## config.mk

```make
export PLATFORM = sky130hd
export DESIGN_NAME = banco_registros_ctrl_flat
export DESIGN_NICKNAME = d
export VERILOG_FILES = /design/src/rtl/banco_ctrl_pkg.sv /design/src/rtl/banco_registros_ctrl_if.sv /design/src/rtl/banco_ctrl_lat_cnt.sv /design/src/rtl/banco_registros_ctrl.sv /design/src/flat_wrapper.sv
export SDC_FILE = /design/constraint.sdc
export NUM_CORES = 1
export LEC_CHECK = 0
export ABC_CLOCK_PERIOD_IN_PS = 4500
export CORE_MARGIN = 3
export CORE_UTILIZATION = 36
export CTS_CLUSTER_SIZE = 30
export DETAILED_ROUTE_END_ITERATION = 10
export GPL_TIMING_DRIVEN = 0
export PLACE_DENSITY = 0.67
export SETUP_SLACK_MARGIN = 0.15
export SLEW_MARGIN = 40
export SYNTH_ARGS = -nofsm -noshare
export SYNTH_HDL_FRONTEND = slang
export SYNTH_SLANG_ARGS = --single-unit
```

## constraint.sdc

```tcl
create_clock -name clk -period 4.5 [get_ports clk]
set_clock_uncertainty 0.1 [all_clocks]
set_input_delay 0.675 -clock clk [delete_from_list [all_inputs] [get_ports clk]]
set_output_delay 0.675 -clock clk [all_outputs]
set_load 0.01 [all_outputs]
```

## src/rtl/banco_ctrl_pkg.sv

```systemverilog
// banco_ctrl_pkg: shared types, constants and helpers for the register-bank
// command controller (banco_registros_ctrl).
//   op_e       command opcodes
//   state_e    controller FSM states
//   wr_beat_t  size/half/word triple that describes one bank write
package banco_ctrl_pkg;

    typedef enum logic [1:0] {
        OpLoadImm = 2'd0,
        OpMove    = 2'd1,
        OpRead    = 2'd2,
        OpRsvd    = 2'd3
    } op_e;

    typedef enum logic [2:0] {
        StIdle,
        StRdWait,
        StWrite,
        StResp,
        StCheck
    } state_e;

    localparam logic RwRead  = 1'b0;
    localparam logic RwWrite = 1'b1;
    localparam logic Size8   = 1'b0;
    localparam logic Size16  = 1'b1;

    typedef struct packed {
        logic        size;
        logic        hl;
        logic [15:0] word;
    } wr_beat_t;

    function automatic logic [7:0] pick_byte(input logic [15:0] w, input logic hi);
        return hi ? w[15:8] : w[7:0];
    endfunction

    // A byte write always goes out zero-extended, and the half select is only
    // meaningful for 8-bit accesses.
    function automatic wr_beat_t mk_write(input logic sz, input logic hl, input logic [15:0] val);
        wr_beat_t b;
        b.size = sz;
        b.hl   = (sz == Size16) ? 1'b0 : hl;
        b.word = (sz == Size16) ? val : {8'h00, val[7:0]};
        return b;
    endfunction

endpackage

```

## src/rtl/banco_registros_ctrl_if.sv

```systemverilog
// banco_registros_ctrl_if: command/response handshake bundle between the
// decode/sequencing logic (master) and the bank controller (slave).
//   cmd_*  command channel, valid/ready
//   rsp_*  response channel, valid/ready, with data and error flag
interface banco_registros_ctrl_if;

    logic        cmd_valid;
    logic        cmd_ready;
    logic [1:0]  cmd_op;
    logic [2:0]  cmd_dst;
    logic [2:0]  cmd_src;
    logic        cmd_size;
    logic        cmd_dst_hl;
    logic        cmd_src_hl;
    logic [15:0] cmd_imm;

    logic        rsp_valid;
    logic        rsp_ready;
    logic [15:0] rsp_data;
    logic        rsp_err;

    modport master (
        output cmd_valid, cmd_op, cmd_dst, cmd_src, cmd_size, cmd_dst_hl, cmd_src_hl, cmd_imm,
        output rsp_ready,
        input  cmd_ready, rsp_valid, rsp_data, rsp_err
    );

    modport slave (
        input  cmd_valid, cmd_op, cmd_dst, cmd_src, cmd_size, cmd_dst_hl, cmd_src_hl, cmd_imm,
        input  rsp_ready,
        output cmd_ready, rsp_valid, rsp_data, rsp_err
    );

endinterface

```

## src/rtl/banco_ctrl_lat_cnt.sv

```systemverilog
// banco_ctrl_lat_cnt: load/decrement counter timing a bank read window.
//   clk_i, rst_ni  clock, async active-low reset
//   load_i         load load_val_i (takes priority over decrement)
//   load_val_i     cycles remaining after the load cycle
//   done_o         count has reached zero (last cycle of the window)
module banco_ctrl_lat_cnt #(
    parameter int unsigned CntW = 1
) (
    input  logic            clk_i,
    input  logic            rst_ni,
    input  logic            load_i,
    input  logic [CntW-1:0] load_val_i,
    output logic            done_o
);

    logic [CntW-1:0] cnt_q, cnt_d;

    always_comb begin
        cnt_d = cnt_q;
        if (load_i) begin
            cnt_d = load_val_i;
        end else if (cnt_q != '0) begin
            cnt_d = cnt_q - CntW'(1);
        end
    end

    always_ff @(posedge clk_i or negedge rst_ni) begin
        if (!rst_ni) begin
            cnt_q <= '0;
        end else begin
            cnt_q <= cnt_d;
        end
    end

    assign done_o = (cnt_q == '0);

endmodule

```

## src/rtl/banco_registros_ctrl.sv

```systemverilog
// banco_registros_ctrl: command-driven initiator for the 8x16-bit register bank.
// Turns LOAD_IMM / MOVE / READ commands into registered bank read/write cycles,
// handling byte extraction/insertion, and returns one response per command.
//   clk, reset         clock, async active-low reset
//   bus (slave)        command/response handshake
//   select_reg, size, select_high_low, select_data_h_reg, read_write, data
//                      registered bank control/write-data outputs
//   bank_rdata         bank read data, valid RD_LAT cycles after address
// Optional: define BANCO_CTRL_WRITE_CHECK_EN to re-read and verify every write.
module banco_registros_ctrl
    import banco_ctrl_pkg::*;
#(
    parameter int unsigned RD_LAT    = 1,
    parameter int unsigned NREG      = 8,
    parameter int unsigned BYTE_REGS = 4,
    localparam int unsigned SelW     = $clog2(NREG)
) (
    input  logic                 clk,
    input  logic                 reset,
    banco_registros_ctrl_if.slave bus,
    output logic [SelW-1:0]      select_reg,
    output logic                 size,
    output logic                 select_high_low,
    output logic                 select_data_h_reg,
    output logic                 read_write,
    output logic [15:0]          data,
    input  logic [15:0]          bank_rdata
);

    // Wide enough to hold RD_LAT (check window is one cycle longer than a read).
    localparam int unsigned CntW       = $clog2(RD_LAT + 1);
    localparam logic [CntW-1:0] RdLoad = CntW'(RD_LAT - 1);
    localparam logic [SelW:0] ByteLim  = (SelW + 1)'(BYTE_REGS);

    state_e          state_q, state_d;
    op_e             op_q, op_d;
    logic [SelW-1:0] dst_q, dst_d;
    logic            size_q, size_d;
    logic            dst_hl_q, dst_hl_d;
    logic            src_hl_q, src_hl_d;

    logic            cmd_ready_q, cmd_ready_d;
    logic            rsp_valid_q, rsp_valid_d;
    logic [15:0]     rsp_data_q, rsp_data_d;
    logic            rsp_err_q, rsp_err_d;

    logic [SelW-1:0] sel_q, sel_d;
    logic            bank_size_q, bank_size_d;
    logic            shl_q, shl_d;
    logic            sdh_q, sdh_d;
    logic            rw_q, rw_d;
    logic [15:0]     wdata_q, wdata_d;

    logic            cnt_load;
    logic [CntW-1:0] cnt_val;
    logic            cnt_done;

    op_e             in_op;
    logic [SelW-1:0] in_dst, in_src;
    logic            in_illegal;
    logic [15:0]     rd_val;
    wr_beat_t        beat;

    assign in_op  = op_e'(bus.cmd_op);
    assign in_dst = bus.cmd_dst[SelW-1:0];
    assign in_src = bus.cmd_src[SelW-1:0];

    // Byte ops may only touch the byte-addressable low registers; READ has no
    // destination and LOAD_IMM has no source.
    assign in_illegal = (in_op == OpRsvd)
        || ((bus.cmd_size == Size8) && (in_op != OpRead) && ({1'b0, in_dst} >= ByteLim))
        || ((bus.cmd_size == Size8) && (in_op != OpLoadImm) && ({1'b0, in_src} >= ByteLim));

    assign rd_val = (size_q == Size16) ? bank_rdata : {8'h00, pick_byte(bank_rdata, src_hl_q)};

`ifdef BANCO_CTRL_WRITE_CHECK_EN
    // One extra cycle so the re-read window starts after the write has landed.
    localparam logic [CntW-1:0] ChkLoad = CntW'(RD_LAT);
    logic chk_mismatch;
    assign chk_mismatch = (size_q == Size16) ? (bank_rdata != wdata_q)
                                             : (pick_byte(bank_rdata, dst_hl_q) != wdata_q[7:0]);
`endif

    banco_ctrl_lat_cnt #(
        .CntW (CntW)
    ) u_lat_cnt (
        .clk_i      (clk),
        .rst_ni     (reset),
        .load_i     (cnt_load),
        .load_val_i (cnt_val),
        .done_o     (cnt_done)
    );

    always_comb begin
        state_d     = state_q;
        op_d        = op_q;
        dst_d       = dst_q;
        size_d      = size_q;
        dst_hl_d    = dst_hl_q;
        src_hl_d    = src_hl_q;
        cmd_ready_d = cmd_ready_q;
        rsp_valid_d = rsp_valid_q;
        rsp_data_d  = rsp_data_q;
        rsp_err_d   = rsp_err_q;
        sel_d       = sel_q;
        bank_size_d = bank_size_q;
        shl_d       = shl_q;
        sdh_d       = sdh_q;
        wdata_d     = wdata_q;
        rw_d        = RwRead;
        cnt_load    = 1'b0;
        cnt_val     = '0;
        beat        = mk_write(Size16, 1'b0, 16'h0000);

        case (state_q)
            StIdle: begin
                if (bus.cmd_valid && cmd_ready_q) begin
                    op_d        = in_op;
                    dst_d       = in_dst;
                    size_d      = bus.cmd_size;
                    dst_hl_d    = bus.cmd_dst_hl;
                    src_hl_d    = bus.cmd_src_hl;
                    cmd_ready_d = 1'b0;
                    rsp_err_d   = 1'b0;
                    rsp_data_d  = '0;
                    if (in_illegal) begin
                        state_d     = StResp;
                        rsp_valid_d = 1'b1;
                        rsp_err_d   = 1'b1;
                    end else if (in_op == OpLoadImm) begin
                        beat        = mk_write(bus.cmd_size, bus.cmd_dst_hl, bus.cmd_imm);
                        state_d     = StWrite;
                        sel_d       = in_dst;
                        bank_size_d = beat.size;
                        shl_d       = beat.hl;
                        sdh_d       = beat.hl;
                        wdata_d     = beat.word;
                        rw_d        = RwWrite;
                        rsp_data_d  = beat.word;
                    end else begin
                        state_d     = StRdWait;
                        sel_d       = in_src;
                        bank_size_d = Size16;
                        cnt_load    = 1'b1;
                        cnt_val     = RdLoad;
                    end
                end
            end

            StRdWait: begin
                if (cnt_done) begin
                    if (op_q == OpMove) begin
                        beat        = mk_write(size_q, dst_hl_q, rd_val);
                        state_d     = StWrite;
                        sel_d       = dst_q;
                        bank_size_d = beat.size;
                        shl_d       = beat.hl;
                        sdh_d       = beat.hl;
                        wdata_d     = beat.word;
                        rw_d        = RwWrite;
                        rsp_data_d  = beat.word;
                    end else begin
                        state_d     = StResp;
                        rsp_valid_d = 1'b1;
                        rsp_data_d  = rd_val;
                    end
                end
            end

            StWrite: begin
`ifdef BANCO_CTRL_WRITE_CHECK_EN
                state_d     = StCheck;
                sel_d       = dst_q;
                bank_size_d = Size16;
                cnt_load    = 1'b1;
                cnt_val     = ChkLoad;
`else
                state_d     = StResp;
                rsp_valid_d = 1'b1;
`endif
            end

`ifdef BANCO_CTRL_WRITE_CHECK_EN
            StCheck: begin
                if (cnt_done) begin
                    state_d     = StResp;
                    rsp_valid_d = 1'b1;
                    rsp_err_d   = chk_mismatch;
                end
            end
`endif

            StResp: begin
                if (bus.rsp_ready) begin
                    state_d     = StIdle;
                    rsp_valid_d = 1'b0;
                    cmd_ready_d = 1'b1;
                end
            end

            default: begin
                state_d     = StIdle;
                rsp_valid_d = 1'b0;
                cmd_ready_d = 1'b1;
            end
        endcase
    end

    always_ff @(posedge clk or negedge reset) begin
        if (!reset) begin
            state_q     <= StIdle;
            op_q        <= OpLoadImm;
            dst_q       <= '0;
            size_q      <= 1'b0;
            dst_hl_q    <= 1'b0;
            src_hl_q    <= 1'b0;
            cmd_ready_q <= 1'b1;
            rsp_valid_q <= 1'b0;
            rsp_data_q  <= '0;
            rsp_err_q   <= 1'b0;
            sel_q       <= '0;
            bank_size_q <= 1'b0;
            shl_q       <= 1'b0;
            sdh_q       <= 1'b0;
            rw_q        <= RwRead;
            wdata_q     <= '0;
        end else begin
            state_q     <= state_d;
            op_q        <= op_d;
            dst_q       <= dst_d;
            size_q      <= size_d;
            dst_hl_q    <= dst_hl_d;
            src_hl_q    <= src_hl_d;
            cmd_ready_q <= cmd_ready_d;
            rsp_valid_q <= rsp_valid_d;
            rsp_data_q  <= rsp_data_d;
            rsp_err_q   <= rsp_err_d;
            sel_q       <= sel_d;
            bank_size_q <= bank_size_d;
            shl_q       <= shl_d;
            sdh_q       <= sdh_d;
            rw_q        <= rw_d;
            wdata_q     <= wdata_d;
        end
    end

    assign bus.cmd_ready     = cmd_ready_q;
    assign bus.rsp_valid     = rsp_valid_q;
    assign bus.rsp_data      = rsp_data_q;
    assign bus.rsp_err       = rsp_err_q;
    assign select_reg        = sel_q;
    assign size              = bank_size_q;
    assign select_high_low   = shl_q;
    assign select_data_h_reg = sdh_q;
    assign read_write        = rw_q;
    assign data              = wdata_q;

endmodule

```

## src/flat_wrapper.sv

```systemverilog
// flat-port wrapper written by rule: the top's interface ports become plain ports
module banco_registros_ctrl_flat import banco_ctrl_pkg::*;
#(
    parameter int unsigned RD_LAT    = 1,
    parameter int unsigned NREG      = 8,
    parameter int unsigned BYTE_REGS = 4,
    localparam int unsigned SelW     = $clog2(NREG)
)
  (clk, reset, select_reg, size, select_high_low, select_data_h_reg, read_write, data, bank_rdata, bus_cmd_valid, bus_cmd_op, bus_cmd_dst, bus_cmd_src, bus_cmd_size, bus_cmd_dst_hl, bus_cmd_src_hl, bus_cmd_imm, bus_rsp_ready, bus_cmd_ready, bus_rsp_valid, bus_rsp_data, bus_rsp_err);
  banco_registros_ctrl_if bus_i ();
  input  logic clk;
  input  logic reset;
  output logic [SelW-1:0] select_reg;
  output logic size;
  output logic select_high_low;
  output logic select_data_h_reg;
  output logic read_write;
  output logic [15:0] data;
  input  logic [15:0] bank_rdata;
  input wire logic [$bits(bus_i.cmd_valid)-1:0] bus_cmd_valid;
  input wire logic [$bits(bus_i.cmd_op)-1:0] bus_cmd_op;
  input wire logic [$bits(bus_i.cmd_dst)-1:0] bus_cmd_dst;
  input wire logic [$bits(bus_i.cmd_src)-1:0] bus_cmd_src;
  input wire logic [$bits(bus_i.cmd_size)-1:0] bus_cmd_size;
  input wire logic [$bits(bus_i.cmd_dst_hl)-1:0] bus_cmd_dst_hl;
  input wire logic [$bits(bus_i.cmd_src_hl)-1:0] bus_cmd_src_hl;
  input wire logic [$bits(bus_i.cmd_imm)-1:0] bus_cmd_imm;
  input wire logic [$bits(bus_i.rsp_ready)-1:0] bus_rsp_ready;
  output wire logic [$bits(bus_i.cmd_ready)-1:0] bus_cmd_ready;
  output wire logic [$bits(bus_i.rsp_valid)-1:0] bus_rsp_valid;
  output wire logic [$bits(bus_i.rsp_data)-1:0] bus_rsp_data;
  output wire logic [$bits(bus_i.rsp_err)-1:0] bus_rsp_err;
  assign bus_i.cmd_valid = bus_cmd_valid;
  assign bus_i.cmd_op = bus_cmd_op;
  assign bus_i.cmd_dst = bus_cmd_dst;
  assign bus_i.cmd_src = bus_cmd_src;
  assign bus_i.cmd_size = bus_cmd_size;
  assign bus_i.cmd_dst_hl = bus_cmd_dst_hl;
  assign bus_i.cmd_src_hl = bus_cmd_src_hl;
  assign bus_i.cmd_imm = bus_cmd_imm;
  assign bus_i.rsp_ready = bus_rsp_ready;
  assign bus_cmd_ready = bus_i.cmd_ready;
  assign bus_rsp_valid = bus_i.rsp_valid;
  assign bus_rsp_data = bus_i.rsp_data;
  assign bus_rsp_err = bus_i.rsp_err;
  banco_registros_ctrl #(.RD_LAT(RD_LAT), .NREG(NREG), .BYTE_REGS(BYTE_REGS)) u_core (.clk(clk), .reset(reset), .bus(bus_i), .select_reg(select_reg), .size(size), .select_high_low(select_high_low), .select_data_h_reg(select_data_h_reg), .read_write(read_write), .data(data), .bank_rdata(bank_rdata));
endmodule
```

## After elaboration in Yosys (flattened, before gate mapping)

Cells that the tools add are included.

| storage, ports and cells | value |
|---|---|
| output and inout bits | 42 |
| input bits | 47 |
| register bits after elaboration | 53 |
| word-level logic and storage cells | 119 |

| operators by class | value |
|---|---|
| equality and inequality tests | 14 |
| multiplexer cells | 65 |
| order comparisons | 2 |
| reduce and logical (&&, ||, !) cells | 19 |
| bitwise logic cells | 2 |
| add/subtract/negate cells | 1 |

Operators by type and width:

| operator | number |
|---|---|
| $mux 16 | 13 |
| $pmux 16 s2 | 2 |
| $mux 1 | 32 |
| $mux 3 | 9 |
| $pmux 3 s4 | 1 |
| $ne 2x2->1 const B | 5 |
| $reduce_and 5->1 | 2 |
| $reduce_and 3->1 | 3 |
| $mux 8 | 1 |
| $ne 2x1->1 const B | 4 |
| $eq 3x2->1 const B | 2 |
| $ge 3x3->1 const B | 2 |
| $pmux 1 s2 | 3 |
| $pmux 3 s2 | 1 |
| $reduce_and 6->1 | 1 |
| $logic_and 1x1->1 | 5 |
| $pmux 1 s4 | 1 |
| $reduce_bool 2->1 | 2 |
| $eq 3x1->1 const B | 1 |
| $logic_not 3->1 | 1 |
| $pmux 1 s3 | 1 |
| $eq 2x1->1 const B | 1 |
| $eq 2x2->1 const B | 1 |
| $logic_not 2->1 | 1 |
| other kinds (6) | 8 |

## Depth between registers and ports, before layout

| logic depth | value |
|---|---|
| depth in word-level cells | 9 |
| mapped depth | 9 |
| gate-level depth less buffers | 7 |

## By module

From an unflattened synthesis, not the netlist that was laid out.

| second synthesis, totals | value |
|---|---|
| cells, all modules | 254 |
| area, all modules | 2746.4 um2 |

Modules (own cells, without submodules):

| module | seq. area each (um2) | area an instance (um2) | cells each | instances |
|---|---|---|---|---|
| banco_registros_ctrl | 1277.5 | 2711.4 | 251 | 1 |
| banco_ctrl_lat_cnt | 25.0 | 35.0 | 3 | 1 |

## Worst setup path before layout

OpenSTA, ideal clock, no wires.

| timing | value |
|---|---|
| path kind | reg2reg |
| from | register u_core.state_q[0] |
| to | register u_core.wdata_q[11] (netlist: u_core.data[11]) |
| arrival | 1.827 ns |
| data required time | 4.275 ns |
| buffers on the path | 1 |
| cell stages (with the launch flop) | 9 |
| path slack | 2.448 ns |
| clock period less this slack | 2.052 ns |
| cell sequence | dfrtp_1 > inv_1 > ha_1 > nand2b_1 > o21ai_1 > nand3_2 > nor2_4 > buf_6 > mux2_4 |

| on the way | value |
|---|---|
| word-level cells in the longest chain between the ends | 3 |
| elaborated cells between the ends (all ways) | 10 |
| classes of those cells | eq/ne: 6; mux: 1; reduce/logical: 3 |

RTL lines:

| item | line | source |
|---|---|---|
| start: declaration | banco_registros_ctrl.sv:35 | `state_e state_q, state_d;` |
| start signal: assignment | banco_registros_ctrl.sv:211 | `state_q <= StIdle;` |
| start signal: assignment | banco_registros_ctrl.sv:228 | `state_q <= state_d;` |
| $eq 3x1->1 / $logic_not 3->1 (equally long branches) | banco_registros_ctrl.sv:115 | `case (state_q)` |
| $ne 2x1->1 (no line) (tied with other cells) | n/a |  |
| $reduce_and 6->1 (no line) | n/a |  |
| end signal: assignment | banco_registros_ctrl.sv:243 | `wdata_q <= wdata_d;` |
| end: declaration | banco_registros_ctrl.sv:52 | `logic [15:0] wdata_q, wdata_d;` |

Several ways; a longest one is shown, not always the timed one.
A chain may end at the register's enable or synchronous reset.

## Worst setup path after layout

| timing | value |
|---|---|
| from | input bus_cmd_op[1] |
| to | register u_core.rsp_data_q[2] (netlist: u_core.bus.rsp_data[2]) |

| on the way | value |
|---|---|
| word-level cells in the longest chain between the ends | 8 |
| elaborated cells between the ends (all ways) | 14 |
| classes of those cells | eq/ne: 2; mux: 4; reduce/logical: 8 |

RTL lines:

| item | line | source |
|---|---|---|
| start: declaration | flat_wrapper.sv:21 | `input wire logic [$bits(bus_i.cmd_op)-1:0] bus_cmd_op;` |
| $ne 2x2->1 | banco_registros_ctrl.sv:71 | `\|\| ((bus.cmd_size == Size8) && (in_op != OpRead) && ({1'b0, in_dst} >= ByteLim))` |
| $logic_and 1x1->1 (2 in series) | banco_registros_ctrl.sv:71 |  |
| $logic_or 1x1->1 | banco_registros_ctrl.sv:71 |  |
| $logic_or 1x1->1 | banco_registros_ctrl.sv:72 | `\|\| ((bus.cmd_size == Size8) && (in_op != OpLoadImm) && ({1'b0, in_src} >= ByteLim));` |
| $mux 16 * | banco_registros_ctrl.sv:126 | `if (in_illegal) begin` |
| $mux 16 * | banco_registros_ctrl.sv:117 | `if (bus.cmd_valid && cmd_ready_q) begin` |
| $pmux 16 s2 * | banco_registros_ctrl.sv:115 |  |
| end signal: assignment | banco_registros_ctrl.sv:236 | `rsp_data_q <= rsp_data_d;` |
| end: declaration | banco_registros_ctrl.sv:44 | `logic [15:0] rsp_data_q, rsp_data_d;` |

Every way passes the cells marked *; elsewhere a longest branch is shown, timed or not. The select of a mux whose other input is x is not followed.

==> impl_results.md <==
- Layout Cells excl Fill: 434
- FF/Latch Area: 1277 sq um
- # diodes: 0
- CTS clk-pin slew, worst paths: 0.10 ns
- Die width: 91.39 microns
- Largest net degree at the start of global routing: 38
- Fillers: between 600 and 700
- # DRC: 0
- Vias in the first global route: 2165
- All-Layer GR Usage: 17.10%
- Pwr/cell area: 665.5 nW/um^2
- DR vias: 2128
- Worst reg2reg path startpoint: u_core.state_q[0]$_DFFE_PN0P_
- Setup Fix Bufs, Post-CTS: 0
- Status: complete, no violations
- Beginning of the critical path: bus_cmd_op[1]
- Top FF cell, synth: dfrtp_1
- Maximum net fanout on the critical path: 8
- Most used cell, CP: nor2_2
- Ys Warns: 0
- DP Cell Count: roughly 430
- Count of different cell masters after synthesis: 40
- DRT Pass-1 Iters: 4
- Area occupied by multi-input gates: 1242 sq um
- Wire length per cell: approximately 16 microns
- Core Footprint: 6944 sq um
- First-pass GRT wire length: between 10 and 15 mm
- DP Area: 3643 sq um
- Flops & latches, synth: a little over 50
- Setup_tns: 0 ns
- CTS tree: built
- Cell taking the most area after synthesis: dfrtp_1
- Crit-path cells: clkdlybuf4s50_1 > nor2_2 > o21ai_0 > nor2_2 > a22oi_1 > a21oi_1
- Period utilization: 55.41%
- Worst r2r dst: u_core.data[15]$_DFFE_PN0P_
- Max Clk Rate: 401.1 MHz
- Endpoints failing hold: 0
- Starting Density: 37.80%
- Total Wirelength: 7.127 mm
- Leakage: 0.001580 uW
- Worst-skew pair later-pin latency: about 0.3 ns
- Netlist Area Pre-Place: 2625 sq um
- Synth Instances: around 240
- Unrepaired setup endpoints after global routing: no
- Area contributors post-synth: dfrtp_1 48%, mux2_2 9.9%, mux2i_1 6.1%, a22oi_1 3.7%, a21oi_1 3.4%
- Final antenna-violating net count: 0
- CTS Root Cell: clkbuf_8
- Post-synth top cells: 50 x dfrtp_1, 23 x mux2_2, 23 x nor2_1
- Worst EP required: 4.63 ns
- Final setup fails: 0
- Total gr overflow: 0
- Critical Path End: u_core.bus.rsp_data[2]$_DFFE_PN0P_
- Slew HR: 60.25%
- Slowest CP cell: clkdlybuf4s50_1
- Final Cell Area: approximately 3700 sq um
- Clock Tree Buf Depth: 2
- First DRT Iteration DRCs: 133
- Avg Inst Size Synth: 10.89 sq um
- Tightest Pin Transition: 0.5962 ns
- Hold-fix buffers, CTS: 0
- Routability cong.: 0.7895
- TritonCTS Buffers: 5
- Worst hold path class: input pin to async pin
- Dpl ws: 1.711 ns
- Die area: 8352 sq um
- Post-route minimum period: ~2.5 ns
- H-tree depth: 2
- Crit path kind: input pin to register
- Crit end category: register
- Layout Nets: 389
- Synthesis-to-finish area growth: 42.42%
- CP peak stage delay: between 0.5 and 0.6 ns
- Post-CTS resize count: 0
- CP startpoint kind: input pin
- Number of synthesized flops with an enable pin: 0
- Synthesized net count: 293
- Ports: 89
- Arr. time, crit path: 2.63 ns
- Max IR drop VDD: 0.2948 mV
- Reg2reg path depth: 8
- # clock sinks: 51
- Reg-to-reg slack, setup: 2.19 ns
- Max_cap viols: 0
- IO buf count: 88
- Rows: 30
- Total power: roughly 2500 uW
- Most numerous cell in the Yosys netlist: dfrtp_1
- Register area share after synthesis: 48.67%
- Post-detail-place hpwl: 5.368 mm
- Fin. max-slew vios: 0
- Share of cells above drive strength 1: roughly 15%
- Async S/R FF share, synth: 100.0%
- Die height: 91.39 microns
- Post-synth top area share: 47.66%
- Post-DR vias/cell: a little under 5
- Final WS setup: 2.007 ns
- Initial antenna violation count: 0
## cells by family (layout without fill, tap and decap cells)
kind of cell	Yosys count	after routing	synth area share, %
DFF	51	51	48.67
and+or+nand+nor	54	54	10.49
AOI/OAI and AO/OA	63	63	15.63
adders and majority gates	5	5	2.383
muxes	44	44	18.83
buffers and inverters	24	121	4.003
## area by class of cell
cell class / instances / area share (%)
repair buffers: 89 / 24.03
flip-flops and latches: 51 / 34.17
plain buffers: 12 / 1.606
multi-input cells: 166 / 33.23
well taps: 96 / 3.213
inverters: 12 / 1.205
clock buffers: 7 / 2.309
clock inverters: 1 / 0.2343
## cells in the final DEF (no fill, tap or decap), types with 2 or more instances in the layout
master / n
a21o_1: 3
a21oi_1: 18
a22o_1: 8
a22oi_1: 13
and2_1: 2
buf_2: 3
buf_4: 2
clkbuf_1: 7
clkbuf_8: 6
clkdlybuf4s50_1: 87
dfrtp_1: 50
ha_1: 5
inv_1: 11
mux2_2: 23
mux2_4: 5
mux2i_1: 16
nand2_1: 13
nand2b_1: 3
nor2_1: 23
nor2_2: 2
nor2b_1: 2
o21ai_0: 10
o21ai_1: 4
o31ai_1: 2
## layer usage
| layer | global-route usage, % | share of wire (%) | vias up |
|---|---|---|---|
| met3 | 3.811 | 4.7 | 9 |
| li1 | - | - | 1043 |
| met5 | 0 | 0 | - |
| met1 | 23.73 | 47 | 1015 |
| met4 | 5.151 | 1.6 | 0 |
| met2 | 26.60 | 47 | 61 |
## worst min-delay path by stage
stage / from / end / slack [ns] / depth (start not counted)
after floorplan: reset / u_core.bus.rsp_data[0]$_DFFE_PN0P_ / 0.28 / 0
after global placement: u_core.dst_q[2]$_DFFE_PN0P_ / u_core.dst_q[2]$_DFFE_PN0P_ / 0.37 / 2
after detailed placement: u_core.dst_q[2]$_DFFE_PN0P_ / u_core.dst_q[2]$_DFFE_PN0P_ / 0.38 / 2
after CTS: reset / u_core.select_reg[2]$_DFFE_PN0P_ / 0.12 / 1
after global routing: reset / u_core.dst_q[2]$_DFFE_PN0P_ / 0.12 / 1
final: reset / u_core.select_reg[2]$_DFFE_PN0P_ / 0.12 / 1
## worst max-delay path, delay by kind of cell
family                 cells  cell delay [ns]
AND/OR/NAND/NOR            2             0.81
AO/OA/AOI/OAI              3             0.62
buffers and inverters      1             0.51
## through the flow
| stage | util [%] | hold slack (ns) |
|---|---|---|
| finish | 53.84 | 0.1190 |
| global route | 53.84 | 0.1188 |
| CTS | 53.84 | 0.1188 |
| detailed placement | 52.47 | 0.3764 |
| global placement | 52.22 | 0.3693 |
| floorplan | - | 0.2794 |
## report_power, final
| part | leakage (uW) | total (uW) | switching, uW | internal (uW) |
|---|---|---|---|---|
| sequential | 0.000613 | 828 | 132 | 696 |
| clock | 0.0000484 | 277 | 151 | 126 |
| combinational | 0.000919 | 1380 | 649 | 734 |
Note: power is estimated with default switching activity, not from simulation.
